**src/rtl/lut_rom_pkg.sv**
```systemverilog
// lut_rom_pkg: reset-pattern encodings and preset helper for lut_rom_pipe
package lut_rom_pkg;
  localparam int LUT_INIT_IDENT  = 0;
  localparam int LUT_INIT_BITREV = 1;
  localparam int LUT_INIT_ZERO   = 2;
  function automatic logic [31:0] lut_init_val(input int mode, input int addr, input int aw, input int dw);
    logic [31:0] a, v;
    a = addr;
    v = '0;
    for (int i = 0; i < 32; i++)
      if (i < aw) v[i] = (mode == LUT_INIT_BITREV) ? a[aw-1-i] : (mode == LUT_INIT_IDENT) ? a[i] : 1'b0;
    for (int i = 0; i < 32; i++)
      if (i >= dw) v[i] = 1'b0;
    return v;
  endfunction
endpackage

```
**src/rtl/lut_rom_skid.sv**
```systemverilog
// lut_rom_skid: one-entry skid buffer in front of a registered output stage
module lut_rom_skid #(
  parameter int W = 6
) (
  input  logic         clk,
  input  logic         rst_n,
  input  logic         in_valid,
  output logic         in_ready,
  input  logic [W-1:0] in_data,
  output logic         out_valid,
  input  logic         out_ready,
  output logic [W-1:0] out_data
);
  logic [W-1:0] skid_data;
  logic         skid_full;
  assign in_ready = !skid_full;
  // output loads from skid first (ordering), else from input; stalled accepts park in skid
  always_ff @(posedge clk or negedge rst_n)
    if (!rst_n) begin
      out_valid <= 1'b0;
      out_data  <= '0;
      skid_full <= 1'b0;
      skid_data <= '0;
    end else if (!out_valid || out_ready) begin
      out_valid <= skid_full || in_valid;
      if (skid_full) out_data <= skid_data;
      else if (in_valid) out_data <= in_data;
      skid_full <= 1'b0;
    end else if (in_valid && !skid_full) begin
      skid_full <= 1'b1;
      skid_data <= in_data;
    end
endmodule

```
**src/rtl/lut_rom_pipe.sv**
```systemverilog
// lut_rom_pipe: registered, rewritable lookup table with valid/ready and skid buffering
module lut_rom_pipe
  import lut_rom_pkg::*;
#(
  parameter int ADDR_W    = 5,
  parameter int DATA_W    = 5,
  parameter int DEPTH     = 1 << ADDR_W,
  parameter int INIT_MODE = LUT_INIT_IDENT
) (
  input  logic              clk,
  input  logic              rst_n,
  input  logic              in_valid,
  output logic              in_ready,
  input  logic [ADDR_W-1:0] in_addr,
  output logic              out_valid,
  input  logic              out_ready,
  output logic [DATA_W-1:0] out_data,
  output logic              out_err,
  input  logic              wr_en,
  input  logic [ADDR_W-1:0] wr_addr,
  input  logic [DATA_W-1:0] wr_data
);
  logic [DATA_W-1:0] tbl [DEPTH];
  logic              rd_ok, wr_ok;
  logic [DATA_W-1:0] rd_val;
  logic [DATA_W:0]   pay, res;
  if (DEPTH < (1 << ADDR_W)) begin : g_part
    assign rd_ok = in_addr < ADDR_W'(DEPTH);
    assign wr_ok = wr_addr < ADDR_W'(DEPTH);
  end else begin : g_full
    assign rd_ok = 1'b1;
    assign wr_ok = 1'b1;
  end
  assign rd_val = (wr_en && wr_ok && wr_addr == in_addr) ? wr_data : tbl[in_addr];
  assign pay    = rd_ok ? {1'b0, rd_val} : {1'b1, {DATA_W{1'b0}}};
  // table preset from the selected pattern on reset, rewritten by in-range writes
  always_ff @(posedge clk or negedge rst_n)
    if (!rst_n) begin
      for (int i = 0; i < DEPTH; i++) tbl[i] <= DATA_W'(lut_init_val(INIT_MODE, i, ADDR_W, DATA_W));
    end else if (wr_en && wr_ok) begin
      tbl[wr_addr] <= wr_data;
    end
  lut_rom_skid #(.W(DATA_W + 1)) u_skid (
    .clk       (clk),
    .rst_n     (rst_n),
    .in_valid  (in_valid),
    .in_ready  (in_ready),
    .in_data   (pay),
    .out_valid (out_valid),
    .out_ready (out_ready),
    .out_data  (res)
  );
  assign {out_err, out_data} = res;
endmodule
```
**config.mk**
```make
export PLATFORM = sky130hd
export DESIGN_NAME = lut_rom_pipe
export DESIGN_NICKNAME = d
export VERILOG_FILES = /design/src/rtl/lut_rom_pkg.sv /design/src/rtl/lut_rom_skid.sv /design/src/rtl/lut_rom_pipe.sv
export SDC_FILE = /design/constraint.sdc
export NUM_CORES = 1
export LEC_CHECK = 0
export CORE_MARGIN = 10
export CORE_UTILIZATION = 65
export CTS_CLUSTER_DIAMETER = 200
export DETAILED_ROUTE_END_ITERATION = 6
export PLACE_DENSITY_LB_ADDON = 0.1
export SKIP_CTS_REPAIR_TIMING = 1
export SLEW_MARGIN = 20
export SYNTH_ARGS = -nofsm -noshare
export SYNTH_HDL_FRONTEND = slang
export SYNTH_HIERARCHICAL = 1
export SYNTH_SLANG_ARGS = --single-unit
```
**constraint.sdc**
```tcl
create_clock -name clk -period 6.37 [get_ports clk]
set_input_delay 1.274 -clock clk [delete_from_list [all_inputs] [get_ports clk]]
set_output_delay 1.274 -clock clk [all_outputs]
set_load 0.01 [all_outputs]
```
==> metrics.cfg <==
[timing]
hold_viol=0
fin_crit_sh=0.700
rsz0062_at_grt=false
fin_worst_skew_ps=9.74
setup_ws_ps=1910
setup_viol=0
relSlewSlack=0.250
max_freq_mhz=224
min_period_ps=4460
tightest_slew_ps=1130
report.final.slew_viol_count=0
totalNegativeSetupSlack_ps=0

[power]
peakVddDrop_mv=0.249
power_density_nw_per_um2=332
p_leak_uw=0.00402

[grt]
grt_max_degree=119
overflow=0
grt_pass1_vias=5344
antenna_found_initial=1
grt_pass1_wl_um=30700
gr-usage-all-layers=0.222

[floorplan]
die_w_um=134
dieArea_um2=18000
io_pins=28
die_y_um=134
coreArea_um2=12700
initial_utilization=0.668
num_rows=41

[detailed_routing]
initialDrtViolationCount=413
ant_nets=0
wl_per_cell_um=23.8
remaining_drc_errors=0
route.vias.total=5040
totalWireLength_um=19000
dr.pass1.iters=5
drt-vias-per-instance=6.33

[critical_path]
arrival_ps=4770
worstPathRequired_ps=6680
cp_max_fo=14
startpoint_type=input pin
path_class=in2reg
endpoint_kind=flop

[placed_design]
io_buffers=27
pre_cts_ws_ps=1510
hpwlAfterDp_um=12600
place_congestion=0.846

[synth]
synthCells=594
syn-cell-area_um2=8460
ys.flop_type=dfrtp_1
syn_avg_cell_area_um2=14.2
synth_top_area_frac=0.278
yosysWarningCount=6
yosys.cell_types.count=53
ys_seq_elements=174
synth-edff-count=0
yosysSeqAreaShare=0.527
synth.area.top_cells=dfrtp_1 28%, dfstp_2 25%, mux2_2 24%
synth.largest_area_cell=dfrtp_1
synthArstFlopShare=1.00

[outcome]
status=complete, no violations

[worst_hold_path]
hold_path_class=reg2reg

[cells_and_area]
area_growth_pct=11.1
antenna_cells=0
layout_commonest_cell=mux2_2
drive_gt1_frac=0.524
nets=631
layout_common_cells=178 x mux2_2, 94 x dfrtp_1, 80 x dfstp_2

[clock_network]
clock_sinks=174
cts_tree=yes
clock-root-buffer=clkbuf_16
cts-htree-levels=4
cts_buffers=17
clk_latency_ps=430
clkSlewWorstSetupHoldPaths_ps=70
cts.path.max_buffers=2

[flow_run]
maxCapViolations=0

## cell type report
type / count / area [µm²]
clock buffer: 18 / 429
clock inverter: 14 / 165
fill: 836 / 3270
inverter: 2 / 7.51
multi-input combinational: 381 / 3780
sequential: 174 / 4450
tap: 172 / 215
timing repair buffer: 35 / 349
## kinds of logic after synthesis
kind of cell	Yosys count	synth area share
compound gates	46	0.0469
xor+xnor	5	0.00518
buf+inv	40	0.0274
flops	174	0.527
mux	245	0.341
other cells	1	0.000443
simple gates	83	0.0530
## report_power, final
part / switching (µW) / internal, µW
logic: 242 / 305
registers: 121 / 1400
clock network: 433 / 618
total: 795 / 2320
## through the flow
| step | hold WS (ps) | power (µW) | util | instance area, µm² | instances |
|---|---|---|---|---|---|
| 2_1_floorplan | 470 | 1880 | - | 8460 | 595 |
| 3_3_place_gp | 482 | 2040 | 0.693 | 8770 | 763 |
| 3_5_place_dp | 485 | 2080 | 0.693 | 8770 | 763 |
| 4_1_cts | 500 | 3130 | 0.739 | 9370 | 795 |
| 5_1_grt | 514 | 3250 | 0.742 | 9400 | 796 |
| 6_report | 499 | 3120 | 0.742 | 9400 | 796 |
## Yosys cell counts (2+ instances only)
cell type  count
mux2_2       178
dfrtp_1       94
dfstp_2       80
mux2i_1       53
nand2_1       26
clkbuf_1      19
nor2_1        18
a22oi_1       12
mux4_1         8
a21oi_1        7
a22o_1         7
buf_2          7
buf_4          6
mux4_2         6
nor3_1         5
a221oi_2       4
nand3_1        4
nor2_2         4
nor3b_1        4
buf_6          3
nand3b_1       3
o22ai_1        3
o41ai_2        3
or2_2          3
xnor2_1        3
a211oi_1       2
a221oi_1       2
and2_1         2
nand2b_1       2
nor4_1         2
xor2_1         2
## worst paths after layout
check                                           from                              to  cells after the start  slack, ps
worst max-delay path                      in_addr[0]  u_skid/out_data[0]$_DFFE_PN0P_                      8       1910
worst min-delay path            tbl[134]$_DFFE_PN0P_            tbl[134]$_DFFE_PN0P_                      1        500
worst max register to register  tbl[129]$_DFFE_PN0P_  u_skid/out_data[4]$_DFFE_PN0P_                      7       4070
worst min register to register  tbl[134]$_DFFE_PN0P_            tbl[134]$_DFFE_PN0P_                      1        500
max in group asynchronous                      rst_n             tbl[11]$_DFFE_PN0P_                      2       4640
min in group asynchronous                      rst_n             tbl[73]$_DFFE_PN0P_                      1        730
## registers in the layout (all words and copies together) (netlist names)
signal            cells
u_skid/skid_data      6
u_skid/out_valid      1
u_skid/skid_full      1
tbl                 160
u_skid/out_data       6
## layer usage
| layer | global-route usage | vias to the layer above | part of all wire |
|---|---|---|---|
| li1 | - | 2228 | - |
| met1 | 0.275 | 2625 | 0.42 |
| met2 | 0.365 | 156 | 0.50 |
| met3 | 0.0657 | 31 | 0.060 |
| met4 | 0.0732 | 0 | 0.020 |
| met5 | 0 | - | 0 |
## critical path: stages
cell and delay (ps):
clkdlybuf4s50_1 1110, buf_4 350, nor2b_1 800, a221oi_1 240, o22ai_1 290, o41ai_2 140, mux2_2 280, mux2_2 270
Power figures use the tool's default switching activity.
